File: config.mk
export PLATFORM = sky130hd
export DESIGN_NAME = alu_sequencer_flat
export DESIGN_NICKNAME = d
export VERILOG_FILES = /design/src/rtl/alu_sequencer_if.sv /design/src/rtl/alu_sequencer.sv /design/src/flat_wrapper.sv
export SDC_FILE = /design/constraint.sdc
export NUM_CORES = 1
export LEC_CHECK = 0
export CAP_MARGIN = 5
export CORE_MARGIN = 10
export CORE_UTILIZATION = 25
export CTS_BUF_LIST = sky130_fd_sc_hd__clkbuf_8
export DETAILED_ROUTE_END_ITERATION = 10
export GPL_ROUTABILITY_DRIVEN = 0
export PLACE_DENSITY = 0.53
export RECOVER_POWER = 50
export SETUP_SLACK_MARGIN = 0.15
export SYNTH_ARGS = -nofsm -noshare
export SYNTH_HDL_FRONTEND = slang
export SYNTH_SLANG_ARGS = --single-unit
export TNS_END_PERCENT = 20
File: constraint.sdc
create_clock -name clk -period 2.86 [get_ports clk]
set_input_delay 0.286 -clock clk [delete_from_list [all_inputs] [get_ports clk]]
set_output_delay 0.286 -clock clk [all_outputs]
set_load 0.02 [all_outputs]
File: src/rtl/alu_sequencer_if.sv
// rtl/alu_sequencer_if.sv - request/response handshake bundle between the ALU sequencer and its client
interface alu_sequencer_if;
    logic       req_valid;
    logic       req_ready;
    logic [3:0] req_op;
    logic [7:0] req_a;
    logic [7:0] req_b;
    logic       req_c;
    logic       req_d;
    logic       resp_valid;
    logic       resp_ready;
    logic [7:0] resp_res;
    logic [3:0] resp_flags;
    logic [3:0] resp_upd;

    // Client side: issues operations and drains results.
    modport master (
        output req_valid, req_op, req_a, req_b, req_c, req_d, resp_ready,
        input  req_ready, resp_valid, resp_res, resp_flags, resp_upd
    );

    // Sequencer side: accepts operations and presents results.
    modport slave (
        input  req_valid, req_op, req_a, req_b, req_c, req_d, resp_ready,
        output req_ready, resp_valid, resp_res, resp_flags, resp_upd
    );
endinterface

File: src/rtl/alu_sequencer.sv
// rtl/alu_sequencer.sv - drives the 8-bit 6502 ALU for one operation and returns result/flags; DECIMAL_EN adds the BCD adjust pass
module alu_sequencer #(
    parameter int WIDTH = 8
) (
    input  logic                  clk,
    input  logic                  rst_n,
    alu_sequencer_if.slave        bus,
    output logic [7:0]            alu_a,
    output logic [7:0]            alu_b,
    output logic                  alu_i_addc,
    output logic                  alu_daa,
    output logic                  alu_sums,
    output logic                  alu_ands,
    output logic                  alu_ors,
    output logic                  alu_eors,
    output logic                  alu_srs,
    input  logic [7:0]            alu_out,
    input  logic                  alu_acr,
    input  logic                  alu_hc,
    input  logic                  alu_avr
);

    // The ALU it drives is hard-wired 8-bit; any other width is a build mistake.
    generate
        if (WIDTH != 8) begin : g_width_check
            $error("alu_sequencer: WIDTH must be 8");
        end
    endgenerate

    localparam logic [3:0] OP_ADC = 4'd0;
    localparam logic [3:0] OP_SBC = 4'd1;
    localparam logic [3:0] OP_AND = 4'd2;
    localparam logic [3:0] OP_ORA = 4'd3;
    localparam logic [3:0] OP_EOR = 4'd4;
    localparam logic [3:0] OP_ASL = 4'd5;
    localparam logic [3:0] OP_ROL = 4'd6;
    localparam logic [3:0] OP_LSR = 4'd7;
    localparam logic [3:0] OP_ROR = 4'd8;
    localparam logic [3:0] OP_CMP = 4'd9;

    typedef enum logic [1:0] {
        S_IDLE = 2'd0,
        S_EXEC = 2'd1,
`ifdef DECIMAL_EN
        S_ADJ  = 2'd2,
`endif
        S_DONE = 2'd3
    } state_t;

    state_t     state;
    logic [3:0] op_q;
    logic [7:0] a_q;
    logic [7:0] b_q;
    logic       c_q;
    logic       resp_valid_q;
    logic [7:0] resp_res_q;
    logic [3:0] resp_flags_q;
    logic [3:0] resp_upd_q;

`ifdef DECIMAL_EN
    logic       d_q;
    logic [7:0] res_q;
    logic       c1_q;
    logic       h1_q;
    logic       v1_q;
    logic       go_adj;
    logic [7:0] adj_val;
`else
    logic       unused_inputs;
    assign unused_inputs = alu_hc ^ bus.req_d;
`endif

    logic       op_valid;
    logic       uses_cv;
    logic [7:0] exec_res;
    logic [3:0] exec_flags;

    // Which flags the writeback logic should update for a given op.
    function automatic logic [3:0] upd_mask(input logic [3:0] op);
        case (op)
            OP_ADC, OP_SBC:                         upd_mask = 4'b1111;
            OP_AND, OP_ORA, OP_EOR:                 upd_mask = 4'b1010;
            OP_ASL, OP_ROL, OP_LSR, OP_ROR, OP_CMP: upd_mask = 4'b1011;
            default:                                upd_mask = 4'b0000;
        endcase
    endfunction

    assign op_valid = (op_q <= OP_CMP);
    // Carry/overflow only mean something for adder and shifter ops.
    assign uses_cv  = op_valid && !(op_q == OP_AND || op_q == OP_ORA || op_q == OP_EOR);

    // Invalid ops pass operand A through untouched instead of whatever the idle ALU outputs.
    assign exec_res   = op_valid ? alu_out : a_q;
    assign exec_flags = {exec_res[7], uses_cv & alu_avr, (exec_res == 8'h00), uses_cv & alu_acr};

`ifdef DECIMAL_EN
    assign go_adj = (op_q == OP_ADC || op_q == OP_SBC) && d_q;

    // BCD correction term added to the first-pass result during the adjust pass.
    always_comb begin
        adj_val = 8'h00;
        if (op_q == OP_ADC) begin
            adj_val = (h1_q ? 8'h06 : 8'h00) + (c1_q ? 8'h60 : 8'h00)
                    - ((h1_q && (res_q[3:0] >= 4'hA)) ? 8'h10 : 8'h00);
        end else begin
            adj_val = 8'h00 - ((c1_q ? 8'h00 : 8'h60) + (h1_q ? 8'h00 : 8'h06));
        end
    end
`endif

    // ALU operand and function selects, decoded from the current state and latched op.
    always_comb begin
        alu_a      = 8'h00;
        alu_b      = 8'h00;
        alu_i_addc = 1'b0;
        alu_daa    = 1'b0;
        alu_sums   = 1'b0;
        alu_ands   = 1'b0;
        alu_ors    = 1'b0;
        alu_eors   = 1'b0;
        alu_srs    = 1'b0;
        case (state)
            S_EXEC: begin
                case (op_q)
                    OP_ADC: begin
                        alu_sums   = 1'b1;
                        alu_a      = a_q;
                        alu_b      = b_q;
                        alu_i_addc = c_q;
`ifdef DECIMAL_EN
                        alu_daa    = d_q;
`endif
                    end
                    OP_SBC: begin
                        alu_sums   = 1'b1;
                        alu_a      = a_q;
                        alu_b      = ~b_q;
                        alu_i_addc = c_q;
                    end
                    OP_AND: begin
                        alu_ands = 1'b1;
                        alu_a    = a_q;
                        alu_b    = b_q;
                    end
                    OP_ORA: begin
                        alu_ors = 1'b1;
                        alu_a   = a_q;
                        alu_b   = b_q;
                    end
                    OP_EOR: begin
                        alu_eors = 1'b1;
                        alu_a    = a_q;
                        alu_b    = b_q;
                    end
                    OP_ASL: begin
                        alu_sums = 1'b1;
                        alu_a    = a_q;
                        alu_b    = a_q;
                    end
                    OP_ROL: begin
                        alu_sums   = 1'b1;
                        alu_a      = a_q;
                        alu_b      = a_q;
                        alu_i_addc = c_q;
                    end
                    OP_LSR: begin
                        alu_srs = 1'b1;
                        alu_a   = a_q;
                    end
                    OP_ROR: begin
                        alu_srs    = 1'b1;
                        alu_a      = a_q;
                        alu_i_addc = c_q;
                    end
                    OP_CMP: begin
                        alu_sums   = 1'b1;
                        alu_a      = a_q;
                        alu_b      = ~b_q;
                        alu_i_addc = 1'b1;
                    end
                    default: ;
                endcase
            end
`ifdef DECIMAL_EN
            S_ADJ: begin
                alu_sums = 1'b1;
                alu_a    = res_q;
                alu_b    = adj_val;
            end
`endif
            default: ;
        endcase
    end

    // Operation sequencer: accept, run the ALU pass(es), hold the response until taken.
    always_ff @(posedge clk or negedge rst_n) begin
        if (!rst_n) begin
            state        <= S_IDLE;
            op_q         <= 4'h0;
            a_q          <= 8'h00;
            b_q          <= 8'h00;
            c_q          <= 1'b0;
            resp_valid_q <= 1'b0;
            resp_res_q   <= 8'h00;
            resp_flags_q <= 4'h0;
            resp_upd_q   <= 4'h0;
`ifdef DECIMAL_EN
            d_q          <= 1'b0;
            res_q        <= 8'h00;
            c1_q         <= 1'b0;
            h1_q         <= 1'b0;
            v1_q         <= 1'b0;
`endif
        end else begin
            case (state)
                S_IDLE: begin
                    if (bus.req_valid) begin
                        op_q  <= bus.req_op;
                        a_q   <= bus.req_a;
                        b_q   <= bus.req_b;
                        c_q   <= bus.req_c;
`ifdef DECIMAL_EN
                        d_q   <= bus.req_d;
`endif
                        state <= S_EXEC;
                    end
                end
                S_EXEC: begin
                    resp_res_q   <= exec_res;
                    resp_flags_q <= exec_flags;
                    resp_upd_q   <= upd_mask(op_q);
                    resp_valid_q <= 1'b1;
                    state        <= S_DONE;
`ifdef DECIMAL_EN
                    res_q <= exec_res;
                    c1_q  <= alu_acr;
                    h1_q  <= alu_hc;
                    v1_q  <= alu_avr;
                    // Decimal add/sub needs the correction pass before anything is reported.
                    if (go_adj) begin
                        resp_valid_q <= 1'b0;
                        state        <= S_ADJ;
                    end
`endif
                end
`ifdef DECIMAL_EN
                S_ADJ: begin
                    res_q        <= alu_out;
                    resp_res_q   <= alu_out;
                    resp_flags_q <= {alu_out[7], v1_q, (alu_out == 8'h00), c1_q};
                    resp_upd_q   <= 4'b1111;
                    resp_valid_q <= 1'b1;
                    state        <= S_DONE;
                end
`endif
                S_DONE: begin
                    if (bus.resp_ready) begin
                        resp_valid_q <= 1'b0;
                        state        <= S_IDLE;
                    end
                end
                default: state <= S_IDLE;
            endcase
        end
    end

    assign bus.req_ready  = (state == S_IDLE);
    assign bus.resp_valid = resp_valid_q;
    assign bus.resp_res   = resp_res_q;
    assign bus.resp_flags = resp_flags_q;
    assign bus.resp_upd   = resp_upd_q;

endmodule

File: src/flat_wrapper.sv
// flat-port wrapper written by rule: the top's interface ports become plain ports
module alu_sequencer_flat 
#(
    parameter int WIDTH = 8
)
  (clk, rst_n, alu_a, alu_b, alu_i_addc, alu_daa, alu_sums, alu_ands, alu_ors, alu_eors, alu_srs, alu_out, alu_acr, alu_hc, alu_avr, bus_req_valid, bus_req_op, bus_req_a, bus_req_b, bus_req_c, bus_req_d, bus_resp_ready, bus_req_ready, bus_resp_valid, bus_resp_res, bus_resp_flags, bus_resp_upd);
  alu_sequencer_if bus_i ();
  input  logic clk;
  input  logic rst_n;
  output logic [7:0] alu_a;
  output logic [7:0] alu_b;
  output logic alu_i_addc;
  output logic alu_daa;
  output logic alu_sums;
  output logic alu_ands;
  output logic alu_ors;
  output logic alu_eors;
  output logic alu_srs;
  input  logic [7:0] alu_out;
  input  logic alu_acr;
  input  logic alu_hc;
  input  logic alu_avr;
  input wire logic [$bits(bus_i.req_valid)-1:0] bus_req_valid;
  input wire logic [$bits(bus_i.req_op)-1:0] bus_req_op;
  input wire logic [$bits(bus_i.req_a)-1:0] bus_req_a;
  input wire logic [$bits(bus_i.req_b)-1:0] bus_req_b;
  input wire logic [$bits(bus_i.req_c)-1:0] bus_req_c;
  input wire logic [$bits(bus_i.req_d)-1:0] bus_req_d;
  input wire logic [$bits(bus_i.resp_ready)-1:0] bus_resp_ready;
  output wire logic [$bits(bus_i.req_ready)-1:0] bus_req_ready;
  output wire logic [$bits(bus_i.resp_valid)-1:0] bus_resp_valid;
  output wire logic [$bits(bus_i.resp_res)-1:0] bus_resp_res;
  output wire logic [$bits(bus_i.resp_flags)-1:0] bus_resp_flags;
  output wire logic [$bits(bus_i.resp_upd)-1:0] bus_resp_upd;
  assign bus_i.req_valid = bus_req_valid;
  assign bus_i.req_op = bus_req_op;
  assign bus_i.req_a = bus_req_a;
  assign bus_i.req_b = bus_req_b;
  assign bus_i.req_c = bus_req_c;
  assign bus_i.req_d = bus_req_d;
  assign bus_i.resp_ready = bus_resp_ready;
  assign bus_req_ready = bus_i.req_ready;
  assign bus_resp_valid = bus_i.resp_valid;
  assign bus_resp_res = bus_i.resp_res;
  assign bus_resp_flags = bus_i.resp_flags;
  assign bus_resp_upd = bus_i.resp_upd;
  alu_sequencer #(.WIDTH(WIDTH)) u_core (.clk(clk), .rst_n(rst_n), .bus(bus_i), .alu_a(alu_a), .alu_b(alu_b), .alu_i_addc(alu_i_addc), .alu_daa(alu_daa), .alu_sums(alu_sums), .alu_ands(alu_ands), .alu_ors(alu_ors), .alu_eors(alu_eors), .alu_srs(alu_srs), .alu_out(alu_out), .alu_acr(alu_acr), .alu_hc(alu_hc), .alu_avr(alu_avr));
endmodule
==> results_dict.tcl, run 1 <==
set metrics [dict create \
    hold-path-endpoint "u_core.bus.resp_upd[2]" \
    ys_async_sr_fraction_pct 100 \
    detailed_route_wl_mm 5.70 \
    clk_latency_ns 0.30 \
    cts.repair_timing.setup_buffer_count 0 \
    area_growth_pct 43.8 \
    clock_sink_count 38 \
    setup_repair_after_global_routing_missed_its_margin "false" \
    dieWidth_um 110 \
    holdCritStartpoint "u_core.bus.resp_upd[2]" \
    worstReg2RegStart "u_core.state[1]" \
    synth-seq-cells 38 \
    rr_endpoint "u_core.b_q[4]" \
    htree_num_levels 2 \
    vias_in_the_first_global_route 1744 \
    worst_hold_path_type "flop to flop" \
    port_buffers 74 \
    cp_data_arrival_time_ns 2.32 \
    number_of_antenna_violations_at_the_first_check_in_global_routing 0 \
    post_route_fraction_of_the_period_consumed_by_the_critical_path_pct 91.0 \
    synth-seq-area-share_pct 47.1 \
    avgViaCountPerCell 4.46 \
    synth_enable_flop_cells 0 \
    max_slew_headroom_at_the_worst_pin_pct -41.6 \
    drcViolationCount 0 \
    cts_inserted_buffers 5 \
    core_region_area_sq_um 7810 \
    drtIter0Drc 30 \
    drive_above_1_share_pct 16.9 \
    power_density_over_the_cells_nw_per_um2 1160 \
    syn_area_per_cell_sq_um 11.0 \
    route.vias.total 1594 \
    worstSetupStartpointType "flop" \
    largest_net_degree_at_the_start_of_global_routing 39 \
    aggregate_global_routing_overflow 0 \
    finalWorstPathRequiredPeriod_ns 2.60 \
    ioPinCount 78 \
    synth-warning-count 0 \
    wl_per_cell_um 16.0 \
    final-hold-violation-count 0 \
    tritoncts_clock_tree "done" \
    report.final.setup_viol 0 \
    grt_first_pass_wirelength_mm 9.21 \
    ff2ff_setup_slack_ns 0.75 \
    slowest_delay_ns 0.60 \
    cts_root_buffer "sky130_fd_sc_hd__clkbuf_8" \
    cts-hold-fix-buffers 0 \
    ctsResizeCount 0 \
    setup-tns-final_ns 0 \
    violations "max-capacitance violations, max-slew violations" \
    drv_cap 1 \
    post_synthesis_cells 184 \
    syn_area_sq_um 2020 \
    detailedPlacementHpwl_mm 4.31 \
    effective_utilization_at_floorplan_pct 25.8 \
    fp-row-count 32 \
    synth.distinct_cells 35 \
    finalNetCount 291 \
    maxSlewViolCount 39 \
    1st_pass_router_iterations 4 \
    fmax_mhz 384 \
    floorplan.die_area_sq_um 12100 \
    peakVddDrop_mv 0.442 \
    synthFlopType "sky130_fd_sc_hd__dfrtp_1" \
    power.static_leakage_nw 1.19 \
    whs_path_depth 2 \
    groute.usage.overall_pct 9.76 \
    drtAntennaViolNets 0 \
    worstPathCellList "buf_4 -> o21ai_0 -> nor2b_4 -> and2_1 -> clkdlybuf4s50_1" \
    dieHeight_um 110 \
    clkTransAtPathRegs_ns 0.08 \
    ant_diodes 0 \
    endpoint_kind "output pin" \
    reg2regPathDepth 4 \
    clock-skew-final_ns 0.00730 \
    largest_fanout_of_any_net_on_the_critical_path 10 \
    crit_slowest_cell "sky130_fd_sc_hd__clkdlybuf4s50_1" \
    timing.setup.critical_path_class "flop to output pin" \
    status "complete, but fails checks" \
    total_power_mw 3.36 \
    clock_tree.buffer_depth 2 \
    tightest_slew_ns 2.12 \
    critPathRequiredTime_ns 2.57 \
    postSynthNetCount 221 \
]
-- worst max-delay path, delay by kind of cell (launching register included) --
| kind | cells | cell delay, ns |
|---|---|---|
| buf+inv | 2 | 0.80 |
| simple gates | 2 | 0.51 |
| flops | 1 | 0.46 |
| compound gates | 1 | 0.25 |
-- cell families after synthesis --
group                    count (synthesis)  share of synthesized area, %
buffers and inverters                   17                          5.77
AO/OA/AOI/OAI                           31                          10.3
adder cells (fa/ha/maj)                  1                         0.558
other                                    1                         0.186
AND/OR/NAND/NOR                         60                          17.0
flip-flops                              38                          47.1
multiplexers                            36                          19.1
-- power by group --
group | leakage, nW | total, mW | internal (mW) | switching (mW)
sequential | 0.460 | 1.08 | 0.796 | 0.280
combinational | 0.677 | 1.81 | 0.903 | 0.903
clock | 0.0504 | 0.476 | 0.260 | 0.216
total | 1.19 | 3.36 | 1.96 | 1.40
-- through the flow --
| step | hold WS (ns) | util [%] | setup WS [ns] | cells | area [sq um] |
|---|---|---|---|---|---|
| finish | 0.481 | 37.2 | 0.258 | 357 | 2900 |
| global route | 0.512 | 37.2 | 0.0912 | 357 | 2900 |
| CTS | 0.141 | 37.4 | 0.276 | 357 | 2920 |
| detailed placement | 0.465 | 35.9 | 0.615 | 349 | 2800 |
| global placement | 0.465 | 35.9 | 0.614 | 349 | 2800 |
| floorplan | -0.00959 | - | 1.17 | 184 | 2020 |
-- cells in the final DEF (no fill, tap or decap), types with 2 or more instances in the layout --
cell type,n
sky130_fd_sc_hd__nor2_1,5
sky130_fd_sc_hd__clkinvlp_4,2
sky130_fd_sc_hd__nor4_1,7
sky130_fd_sc_hd__buf_4,2
sky130_fd_sc_hd__a21oi_1,11
sky130_fd_sc_hd__o22a_1,2
sky130_fd_sc_hd__a22o_1,2
sky130_fd_sc_hd__dfrtp_1,38
sky130_fd_sc_hd__nor2_2,2
sky130_fd_sc_hd__o21ai_0,10
sky130_fd_sc_hd__clkbuf_8,5
sky130_fd_sc_hd__mux2_2,20
sky130_fd_sc_hd__and2_1,8
sky130_fd_sc_hd__clkdlybuf4s50_1,72
sky130_fd_sc_hd__nand2_1,27
sky130_fd_sc_hd__mux2i_1,16
sky130_fd_sc_hd__nand2b_4,3
sky130_fd_sc_hd__clkbuf_1,3
sky130_fd_sc_hd__a21o_1,2
-- synthesized netlist by cell type, types with 2 or more instances --
| cell type | instances | area, sq um |
|---|---|---|
| sky130_fd_sc_hd__mux2i_1 | 16 | 160 |
| sky130_fd_sc_hd__o22a_1 | 2 | 17.5 |
| sky130_fd_sc_hd__nor4_1 | 7 | 43.8 |
| sky130_fd_sc_hd__nor2_2 | 3 | 18.8 |
| sky130_fd_sc_hd__buf_4 | 7 | 52.6 |
| sky130_fd_sc_hd__nand2_1 | 27 | 101 |
| sky130_fd_sc_hd__nand2b_4 | 3 | 41.3 |
| sky130_fd_sc_hd__mux2_2 | 20 | 225 |
| sky130_fd_sc_hd__o21ai_0 | 9 | 45.0 |
| sky130_fd_sc_hd__and2_1 | 8 | 50.1 |
| sky130_fd_sc_hd__dfrtp_1 | 38 | 951 |
| sky130_fd_sc_hd__clkbuf_1 | 2 | 7.51 |
| sky130_fd_sc_hd__buf_2 | 3 | 15.0 |
| sky130_fd_sc_hd__buf_6 | 3 | 33.8 |
| sky130_fd_sc_hd__a21o_1 | 2 | 15.0 |
| sky130_fd_sc_hd__a22o_1 | 2 | 17.5 |
| sky130_fd_sc_hd__a21oi_1 | 11 | 55.1 |
| sky130_fd_sc_hd__nor2_1 | 4 | 15.0 |
-- flip-flops by register name, indices dropped and copies added, names as in the netlist, 2 cells and up --
signal	flops
u_core.bus.resp_upd	3
u_core.bus.resp_res	8
u_core.b_q	8
u_core.state	2
u_core.bus.resp_flags	3
u_core.a_q	8
u_core.op_q	4
-- layer usage --
layer	share of wire, %	global-route usage (%)	vias to the layer above
li1	-	-	778
met1	46	12.2	759
met2	44	15.0	50
met3	9.3	4.10	7
met4	1.2	2.79	0
met5	0	0	-
-- final cells by class --
type	instances	area, sq um
tap	102	128
timing repair buffer	78	757
inverter	2	7.51
fill	817	4910
clock buffer	5	68.8
clock inverter	3	45.0
multi-input combinational	129	945
sequential	38	951
-- worst max-delay path by stage --
stage	depth (start not counted)	startpoint	slack [ns]	end
finish	5	u_core.op_q[1]	0.26	alu_a[4]
global route	5	u_core.op_q[1]	0.09	alu_a[4]
CTS	5	u_core.op_q[2]	0.28	alu_b[7]
detailed placement	5	u_core.op_q[1]	0.62	alu_b[7]
global placement	5	u_core.op_q[2]	0.61	alu_b[7]
floorplan	3	u_core.state[1]	1.17	alu_ands
Note: power is estimated with default switching activity, not from simulation.
==> inputs of run 2 (changes only) <==
CORE_MARGIN = unset   (was 10)
DONT_BUFFER_PORTS = 1   (was unset)
PLACE_DENSITY = unset   (was 0.53)
PLACE_DENSITY_LB_ADDON = 0.3   (was unset)
==> results_dict.tcl, run 2 (synthesized netlist as in run 1, its figures left out) <==
set metrics [dict create \
    cp_data_arrival_time_ns 2.15 \
    tritoncts_clock_tree "done" \
    final_critical_path_setup_slack_ns 0.425 \
    violations "max-capacitance violations, max-slew violations" \
    drtAntennaViolNets 0 \
    number_of_antenna_violations_at_the_first_check_in_global_routing 0 \
    effective_utilization_at_floorplan_pct 26.0 \
    timing.setup.critical_path_class "flop to output pin" \
    maxSlewViolCount 39 \
    power_density_over_the_cells_nw_per_um2 1290 \
    clkTransAtPathRegs_ns 0.08 \
    worst_hold_path_type "primary input to flop" \
    hold-path-endpoint "u_core.op_q[0]" \
    critPathRequiredTime_ns 2.57 \
    endpoint_kind "output pin" \
    power.static_leakage_nw 0.948 \
    worstReg2RegStart "u_core.op_q[2]" \
    cts.repair_timing.setup_buffer_count 0 \
    avgViaCountPerCell 4.65 \
    largest_fanout_of_any_net_on_the_critical_path 13 \
    report.final.setup_viol 0 \
    mostFrequentLayoutCells "38 x sky130_fd_sc_hd__dfrtp_1, 27 x sky130_fd_sc_hd__nand2_1, 20 x sky130_fd_sc_hd__mux2_2" \
    area_growth_pct 8.43 \
    groute.usage.overall_pct 11.9 \
    vias_in_the_first_global_route 1373 \
    drive_above_1_share_pct 25.5 \
    ant_diodes 0 \
    detailed_route_wl_mm 4.92 \
    fmax_mhz 411 \
    largest_net_degree_at_the_start_of_global_routing 42 \
    detailedPlacementHpwl_mm 3.48 \
    final-hold-violation-count 0 \
    clock_sink_count 38 \
    post_route_fraction_of_the_period_consumed_by_the_critical_path_pct 85.1 \
    drv_cap 1 \
    reg2regPathDepth 5 \
    dieHeight_um 91.9 \
    peakVddDrop_mv 0.786 \
    clock-skew-final_ns 0.00609 \
    port_buffers 0 \
    floorplan.die_area_sq_um 8440 \
    clk_latency_ns 0.29 \
    cts-hold-fix-buffers 2 \
    drcViolationCount 0 \
    clock_tree.buffer_depth 2 \
    tightest_slew_ns 1.79 \
    whs_path_depth 2 \
    wl_per_cell_um 17.2 \
    status "complete, but fails checks" \
    cts_inserted_buffers 5 \
    finalWorstPathRequiredPeriod_ns 2.43 \
    worstSetupStartpoint "u_core.op_q[1]" \
    ctsResizeCount 0 \
    drtIter0Drc 47 \
    route.vias.total 1329 \
    finalNetCount 220 \
    max_slew_headroom_at_the_worst_pin_pct -19.3 \
    ioPinCount 78 \
    holdCritStartpoint "bus_req_op[0]" \
    dieWidth_um 91.9 \
    layout_commonest_cell "sky130_fd_sc_hd__dfrtp_1" \
    dp_slack_ns 0.726 \
    cts_root_buffer "sky130_fd_sc_hd__clkbuf_8" \
    1st_pass_router_iterations 4 \
    holdWs_ns 0.118 \
    setup_repair_after_global_routing_missed_its_margin "false" \
    final_util_pct 28.2 \
    worstSetupStartpointType "flop" \
    rr_endpoint "u_core.bus.resp_flags[1]" \
    total_power_mw 2.82 \
    fp-row-count 32 \
    core_region_area_sq_um 7770 \
    aggregate_global_routing_overflow 0 \
    ff2ff_setup_slack_ns 1.25 \
    grt_first_pass_wirelength_mm 7.78 \
    setup-tns-final_ns 0 \
    htree_num_levels 2 \
]
[run 2: changes by cell type in the layout (fill, tap and decap cells not counted), moves of 2 or more]
cell,change
sky130_fd_sc_hd__clkdlybuf4s50_1,-72
sky130_fd_sc_hd__buf_4,+3
sky130_fd_sc_hd__clkinvlp_4,-2
sky130_fd_sc_hd__clkbuf_1,-3
[run 2: power by group]
group | leakage [nW] | internal, mW | switching [mW]
clock network | 0.0524 | 0.191 | 0.194
registers | 0.460 | 0.795 | 0.463
logic | 0.435 | 0.505 | 0.677
[run 2: layout make-up]
class                   count  area, sq um
inverters                   2         7.51
clock inverters             2         8.76
multi-input cells         129          951
repair buffers              7         60.1
fillers                   839         5580
flip-flops and latches     38          951
well taps                 102          128
clock buffers               6         82.6
[run 2: how the worst max path moves through the flow]
stage               endpoint  cells after the start
detailed placement  alu_b[7]                      4
global route        alu_b[1]                      4
finish              alu_b[4]                      4
CTS                 alu_b[7]                      4
floorplan           alu_ands                      3
global placement    alu_b[7]                      4
[run 2: critical path: stages (launching register included)]
cell and delay, ns:
sky130_fd_sc_hd__dfrtp_1 0.67, sky130_fd_sc_hd__nand2b_2 0.25, sky130_fd_sc_hd__and3b_1 0.37, sky130_fd_sc_hd__mux2i_1 0.14
sky130_fd_sc_hd__a21oi_1 0.43
[run 2: layer usage]
layer | vias up | GRT usage [%] | routed length [um]
li1 | 639 | - | -
met1 | 631 | 16.6 | 2360
met2 | 54 | 16.9 | 2070
met3 | 5 | 4.89 | 452
met4 | 0 | 3.13 | 40
met5 | - | 0 | 0
[run 2: stage by stage]
step                cells  cell area (sq um)
detailed placement    276               2070
floorplan             184               2020
global route          286               2190
global placement      276               2070
finish                286               2190
CTS                   286               2200
==> inputs of run 3 (changes only) <==
DONT_BUFFER_PORTS = unset   (was 1)
==> results_dict.tcl, run 3 (synthesized netlist as in run 1, its figures left out) <==
set metrics [dict create \
    critical_path.endpoint "alu_a[5]" \
    clock-skew-final_ns 0.00521 \
    clk_latency_ns 0.29 \
    worstSetupStartpoint "u_core.op_q[1]" \
    slowest_delay_ns 0.60 \
    clock_tree.buffer_depth 2 \
    ant_diodes 0 \
    drcViolationCount 0 \
    holdWs_ns 0.483 \
    endpoint_kind "output pin" \
    rr_endpoint "u_core.a_q[0]" \
    tightest_slew_ns 2.22 \
    cts_inserted_buffers 5 \
    place_area_sq_um 2800 \
    reg2regPathDepth 4 \
    dieHeight_um 91.9 \
    report.final.setup_viol 0 \
    avgViaCountPerCell 4.45 \
    ioPinCount 78 \
    layout_commonest_cell "sky130_fd_sc_hd__clkdlybuf4s50_1" \
    setup-tns-final_ns 0 \
    maxSlewViolCount 39 \
    worstSetupStartpointType "flop" \
    tritoncts_clock_tree "done" \
    cts-hold-fix-buffers 0 \
    drive_above_1_share_pct 16.9 \
    fmax_mhz 386 \
    crit_slowest_cell "sky130_fd_sc_hd__clkdlybuf4s50_1" \
    worstPathCellList "buf_4 -> o21ai_0 -> nor2b_4 -> and2_1 -> clkdlybuf4s50_1" \
    cts_root_buffer "sky130_fd_sc_hd__clkbuf_8" \
    largest_net_degree_at_the_start_of_global_routing 42 \
    mostFrequentLayoutCells "72 x sky130_fd_sc_hd__clkdlybuf4s50_1, 38 x sky130_fd_sc_hd__dfrtp_1, 27 x sky130_fd_sc_hd__nand2_1" \
    dieWidth_um 91.9 \
    max_slew_headroom_at_the_worst_pin_pct -47.8 \
    setup_repair_after_global_routing_missed_its_margin "false" \
    violations "max-capacitance violations, max-slew violations" \
    number_of_antenna_violations_at_the_first_check_in_global_routing 0 \
    core_region_area_sq_um 7770 \
    groute.usage.overall_pct 12.6 \
    wl_per_cell_um 14.5 \
    port_buffers 74 \
    drtIter0Drc 98 \
    vias_in_the_first_global_route 1604 \
    fillerInstances 816 \
    critPathRequiredTime_ns 2.57 \
    clkTransAtPathRegs_ns 0.08 \
    worst_hold_path_type "flop to flop" \
    grt_first_pass_wirelength_mm 8.29 \
    power_density_over_the_cells_nw_per_um2 1150 \
    aggregate_global_routing_overflow 0 \
    post_route_fraction_of_the_period_consumed_by_the_critical_path_pct 90.6 \
    largest_fanout_of_any_net_on_the_critical_path 10 \
    final-hold-violation-count 0 \
    drv_cap 1 \
    detailedPlacementHpwl_mm 3.62 \
    final_area_sq_um 2890 \
    1st_pass_router_iterations 4 \
    htree_num_levels 2 \
    route.vias.total 1584 \
    finalWorstPathRequiredPeriod_ns 2.59 \
    floorplan.die_area_sq_um 8440 \
    detailed_route_wl_mm 5.16 \
    clock_sink_count 38 \
    effective_utilization_at_floorplan_pct 26.0 \
    status "complete, but fails checks" \
    drtAntennaViolNets 0 \
    cp_data_arrival_time_ns 2.30 \
    peakVddDrop_mv 0.604 \
    worstReg2RegStart "u_core.state[1]" \
    cts.repair_timing.setup_buffer_count 0 \
    power.static_leakage_nw 1.19 \
    area_growth_pct 43.2 \
    finalNetCount 290 \
    timing.setup.critical_path_class "flop to output pin" \
    fp-row-count 32 \
    ff2ff_setup_slack_ns 0.74 \
]
==> run 3: area by class of cell <==
type / count / area [sq um] / share of cell area, %
repair buffers: 77 / 749 / 25.9
clock buffers: 5 / 68.8 / 2.38
flip-flops and latches: 38 / 951 / 32.9
clock inverters: 3 / 40.0 / 1.39
inverters: 2 / 7.51 / 0.260
multi-input cells: 129 / 946 / 32.7
well taps: 102 / 128 / 4.42
==> run 3: report_power, final <==
group,switching (mW),total (mW),internal (mW)
Sequential,0.287,1.08,0.797
Clock,0.200,0.457,0.257
Combinational,0.896,1.79,0.895
Total,1.38,3.33,1.95
==> run 3: worst min path at each step <==
stage / start / endpoint / depth (start not counted)
2_1_floorplan: rst_n / u_core.a_q[0] / 0
3_3_place_gp: rst_n / u_core.bus.resp_flags[0] / 1
3_5_place_dp: u_core.bus.resp_upd[0] / u_core.bus.resp_upd[0] / 1
4_1_cts: rst_n / u_core.bus.resp_flags[0] / 1
5_1_grt: u_core.bus.resp_upd[0] / u_core.bus.resp_upd[0] / 1
6_report: u_core.bus.resp_res[6] / u_core.bus.resp_res[6] / 2
==> run 3: through the flow <==
step	setup slack [ns]	total power, mW	instances	utilization [%]
3_3_place_gp	0.614	2.89	348	36.0
5_1_grt	0.109	3.56	356	37.2
2_1_floorplan	1.17	2.29	184	-
4_1_cts	0.215	3.40	356	37.4
6_report	0.269	3.33	356	37.2
3_5_place_dp	0.571	2.93	348	36.0
==> run 3: repair_timing <==
item / 4_1_cts / 5_1_grt
endpoints found under the hold margin: 0 / 0
setup endpoints to repair: 0 / 5
gates resized for setup: 0 / 1
==> run 3: routing by layer <==
metal  wire length [um]  global-route usage (%)
met1               2570                    17.3
met4                 41                    3.91
met3                298                    3.48
met5                  0                       0
met2               2250                    19.1
==> run 3: critical path: cells and delay by family (launching register included) <==
family | cells | cell delay, ns
buffers and inverters | 2 | 0.81
AND/OR/NAND/NOR | 2 | 0.49
flip-flops | 1 | 0.47
AO/OA/AOI/OAI | 1 | 0.25
==> RTL edit 1: new RTL, config.mk and constraints of run 3 <==
Add a define of `DECIMAL_EN`.
--- a/src/rtl/alu_sequencer.sv
+++ b/src/rtl/alu_sequencer.sv
@@ -1,3 +1,5 @@
 // rtl/alu_sequencer.sv - drives the 8-bit 6502 ALU for one operation and returns result/flags; DECIMAL_EN adds the BCD adjust pass
+`define DECIMAL_EN
+
 module alu_sequencer #(
     parameter int WIDTH = 8
Behaviour: not the same (Yosys sat finds a counterexample within 4 cycles, from zero or initial values and one cycle with rst_n low).
==> RTL edit 1 against run 3 <==
  * Area after synthesis grew 24%
  * Design area grew 22%
  * Worst setup slack got worse by 13 ps
  * Routed wire length increased by 35%
  * Die area increased by 23%
  * Sequential power up 17%
  * Sequential cell count increased by 4
  * Total power rose by 27%
  * Critical path type unchanged
  * Critical endpoint is now alu_daa
  * Highest routed layer unchanged
==> RTL edit 1: results (changes against run 3) <==
----------------------------------------------------
[Routing]
  Drt initial violations ... 93 (-5.1%)
  Total vias in the final route ... 2,212 (+40%)
  Routed met2 length ... 3240 µm (+44%)
  Metal3 WL ... 358 µm (+20%)

[Synth]
  Commonest cells in the synthesized netlist ... 42 x sky130_fd_sc_hd__dfrtp_1, 34 x sky130_fd_sc_hd__nor2_1, 24 x sky130_fd_sc_hd__a21oi_1, 24 x sky130_fd_sc_hd__mux2_2, 22 x sky130_fd_sc_hd__nand2_1
  Xor-xnor portion of the synthesized cell area ... 0.351% (+0.35 points)
  Post-synthesis compound-gate area fraction ... 16.6% (+6.3 points)
  Sequential area share after synthesis ... 42.1% (-5.0 points)
  Syn_nets ... 313 (+42%)
  Top area cells in the synthesized netlist ... sky130_fd_sc_hd__dfrtp_1 42%, sky130_fd_sc_hd__mux2_2 11%, sky130_fd_sc_hd__nor2_1 5.1%, sky130_fd_sc_hd__a21oi_1 4.8%, sky130_fd_sc_hd__ha_1 4.5%
  Share of synthesized area spent on multiplexers ... 14.4% (-4.7 points)

[Final layout]
  Signal buffers share of area ... 24.6% (-1.3 points)
  Fraction of final layout cells sized beyond drive strength 1 ... 12.8% (-4.2 points)
  Multi-input logic portion of the cell area ... 37.3% (+4.5 points)
  Number of multi-input combinational cells in the layout ... 199 (+54%)
  Fill cell instance count of the final layout ... 1,029 (+26%)
  Layout clock buffer count ... 6 (+1)
  Share of cell area taken by flip-flops and latches ... 29.9% (-3.0 points)
  Clock distribution area overhead in the final layout ... 2.59% (-1.2 points)
  Buffers, non-clock ... 87 (+13%)

[Global route]
  Total routing usage reported by global routing ... 13.8% (+1.2 points)
  First-pass GRT wire length ... 11,000 µm (+32%)
  Largest net degree at the start of global routing ... 43 (+2.4%)

[STA]
  Relative slew margins ... 27.3% (+75 points)

[Placement]
  Post-placement setup slack ... 270 ps (-301 ps)
  Detailed-placement wirelength estimate ... 5260 µm (+45%)
  Number of buffer cells added on primary ports ... 77 (+4.1%)

[Worst setup path]
  Signal arrival time at the worst endpoint ... 2320 ps (+20 ps)
  Cell count of the worst reg-to-reg path ... 6 (+2)

[Clock tree]
  Number of sinks on the clock net ... 42 (+11%)

[Pwr]
  Peak VDD IR ... 331 µV (-45%)

[Outcome]
  Result of the run ... complete, no violations

----------------------------------------------------
[RTL edit 1: stage by stage]
| step | std cells | hold WS, ps | cell area (µm²) |
|---|---|---|---|
| floorplan | 267 | -9.59 | 2500 |
| global placement | 470 | 469 | 3410 |
| detailed placement | 470 | 494 | 3410 |
| CTS | 478 | 177 | 3500 |
| global route | 478 | 236 | 3520 |
| finish | 478 | 139 | 3520 |
[RTL edit 1: power breakdown]
group | switching (µW) | total [µW] | leakage [µW] | internal (µW)
clock network | 200 | 391 | 0.0000524 | 191
logic | 1410 | 2590 | 0.00110 | 1180
registers | 346 | 1260 | 0.000489 | 913
[RTL edit 1: final timing paths]
check	slack, ps	endpoint	from
max in group asynchronous	2070	u_core.state[1]	rst_n
hold reg to reg	500	u_core.bus.resp_valid	u_core.bus.resp_valid
hold / removal	140	u_core.bus.resp_flags[2]	rst_n
setup reg to reg	480	u_core.bus.resp_flags[1]	u_core.state[0]
setup / recovery	260	alu_daa	u_core.state[1]
min in group clk	500	u_core.bus.resp_valid	u_core.bus.resp_valid
==> RTL edit 2: new RTL, settings of run 3 <==
Without the edit above. The 3 states of `state_t` get a one-hot encoding in 3 bits.
--- a/src/rtl/alu_sequencer.sv
+++ b/src/rtl/alu_sequencer.sv
@@ -39,11 +39,11 @@
     localparam logic [3:0] OP_CMP = 4'd9;
 
-    typedef enum logic [1:0] {
-        S_IDLE = 2'd0,
-        S_EXEC = 2'd1,
+    typedef enum logic [2:0] {
+        S_IDLE = 3'b001,
+        S_EXEC = 3'b010,
 `ifdef DECIMAL_EN
         S_ADJ  = 2'd2,
 `endif
-        S_DONE = 2'd3
+        S_DONE = 3'b100
     } state_t;
 
Formal check against the unedited RTL: no difference found for any inputs over 10 cycles, from zero or initial values and one cycle with rst_n low; not proved beyond that.
==> RTL edit 2 against run 3 <==
  * The run still ends with capacitance limit, slew limit left
  * Total power shrank 3.0%
  * Clock skew rose by 4.8 ps
  * Utilization decreased by 0.55 points
  * Area after synthesis increased by 9.4%
  * Routed wire length rose by 5.5%
  * Design area up 6.3%
  * Worst setup slack worse by 52 ps
  * Sequential share of layout area shrank 1.1 points
  * Sequential cell count is 1 higher
  * Largest cell class is now multi-input combinational cells
  * Largest power group unchanged
==> RTL edit 2: results (changes against run 3) <==
----------------------------------------------------
[Worst setup path]
  Max Fanout on Critical Path ... 9 (-1)
  Start point of the critical path ... u_core.state[2]
  Signal arrival time at the worst endpoint ... 2360 ps (+60 ps)
  CP top delay family ... simple AND/OR/NAND/NOR gates
  Crit path largest cell delay ... 680 ps (+80 ps)
  Launch point of the worst reg-to-reg path ... u_core.state[0]
  CP max stage cell ... sky130_fd_sc_hd__clkdlybuf4s50_1

[Synth]
  Sequential area share after synthesis ... 44.3% (-2.8 points)
  Number of distinct library cells after synthesis ... 43 (+23%)
  Top area cells in the synthesized netlist ... sky130_fd_sc_hd__dfrtp_1 43%, sky130_fd_sc_hd__mux2_4 12%, sky130_fd_sc_hd__nor4b_1 4.0%, sky130_fd_sc_hd__mux2i_1 3.6%, sky130_fd_sc_hd__a21oi_1 3.2%
  Commonest cells in the synthesized netlist ... 38 x sky130_fd_sc_hd__dfrtp_1, 18 x sky130_fd_sc_hd__mux2_4, 16 x sky130_fd_sc_hd__nand2_1, 14 x sky130_fd_sc_hd__a21oi_1
  Syn_nets ... 241 (+9.0%)
  Mean Syn Cell Area ... 10.8 µm² (-1.4%)

[Final layout]
  Number of cells in the finished layout apart from fillers ... 377 (+5.9%)
  Fraction of final layout cells sized beyond drive strength 1 ... 15.1% (-1.9 points)
  Count of antenna diodes in the layout ... 0 (unchanged)
  Net count, final ... 308 (+6.2%)

[Pwr]
  Static Leak ... 0.00130 µW (+8.9%)
  Peak VDD IR ... 419 µV (-31%)
  Internal cell power ... 1950 µW (about the same)

[STA]
  Worst Tran Pin Value ... 2080 ps (-138 ps)
  Worst Skew ... 10.0 ps (+4.80 ps)
  Final Max Tran Viols ... 40 (+2.6%)

[Clock tree]
  CTS clock-pin slew for the worst setup and hold paths ... 80 ps (about the same)
  Root cell of the clock tree ... sky130_fd_sc_hd__clkbuf_8

[Routing]
  DRT Wirelength ... 5440 µm (+5.5%)
  Routed met2 length ... 2680 µm (+19%)
  Met1 wire length ... 2400 µm (-6.3%)
  TritonRoute pass-1 iters ... 4 (unchanged)
  Drt initial violations ... 56 (-43%)
  Metal3 WL ... 279 µm (-6.4%)
  Total vias in the final route ... 1,740 (+9.8%)

[Placement]
  Post-placement setup slack ... 531 ps (-40.2 ps)
  Number of cells after detailed placement ... 369 (+6.0%)
  Total cell area at the placement stage ... 2950 µm² (+5.6%)
  Detailed-placement wirelength estimate ... 4150 µm (+15%)

[Global route]
  Met1 track demand over resource in global routing ... 14.7% (-2.5 points)
  Met3 track demand over resource ... 3.48% (-0.0071 points)
  Largest net degree at the start of global routing ... 40 (-4.8%)
  Global-route track usage on met2 ... 21.1% (+2.0 points)
  Total routing usage reported by global routing ... 12.3% (-0.29 points)
  First-pass GRT wire length ... 8380 µm (+1.0%)
  Vias in the first global route ... 1,672 (+4.2%)

[Run]
  Number of violations of the max-capacitance limit ... 1 (unchanged)

[Outcome]
  Result of the run ... finished with violations
  Violated checks ... capacitance limit, slew limit

[Worst hold path]
  Hold Startpoint ... u_core.bus.resp_flags[2]

----------------------------------------------------
-- RTL edit 2: cell count changes in the layout (fill, tap and decap cells not counted), sizes merged, moves of 8 or more --
cell	run 3	this run
a31oi	0	10
clkdlybuf4s50	72	59
nand2	27	16
dlygate4sd3	1	14
nor4b	0	10
nand3	0	9
mux2i	16	8
and3	0	9
-- RTL edit 2: logic make-up after synthesis --
kind of cell / after synthesis / share of synthesized area (%)
AO/OA/AOI/OAI: 42 / 11.1
XOR/XNOR: 1 / 0.397
buffers and inverters: 26 / 8.90
flip-flops: 39 / 44.3
multiplexers: 29 / 17.4
other: 1 / 0.170
AND/OR/NAND/NOR: 66 / 17.7
-- RTL edit 2: repair_timing --
item | in CTS | in global routing
hold buffers | 0 | 0
endpoints found under the setup margin | 0 | 8
gates resized for setup | 0 | 3
-- RTL edit 2: worst paths after layout --
| path | endpoint | slack (ps) | cells past startpoint |
|---|---|---|---|
| min | u_core.bus.resp_flags[2] | 470 | 2 |
| max reg2reg | u_core.b_q[4] | 300 | 3 |
| min reg2reg | u_core.bus.resp_flags[2] | 470 | 2 |
| min in group asynchronous | u_core.a_q[3] | 590 | 1 |
| max | alu_eors | 220 | 3 |
| max in group asynchronous | u_core.op_q[1] | 1080 | 1 |
-- RTL edit 2: power groups by stage --
| stage | registers (µW) | clock network [µW] | logic [µW] |
|---|---|---|---|
| after CTS | 1120 | 495 | 1690 |
| final | 1120 | 474 | 1640 |
| after floorplan | 1130 | 0 | 1180 |
| after detailed placement | 1130 | 0 | 1690 |
| after global routing | 1170 | 517 | 1800 |
| after global placement | 1120 | 0 | 1660 |
-- RTL edit 2: final cells by class --
class	count	area, µm²
clock inverter	2	35.0
inverter	4	15.0
clock buffer	6	82.6
sequential	39	977
multi-input combinational	139	1040
timing repair buffer	82	795
tap	105	131
fill	859	5310
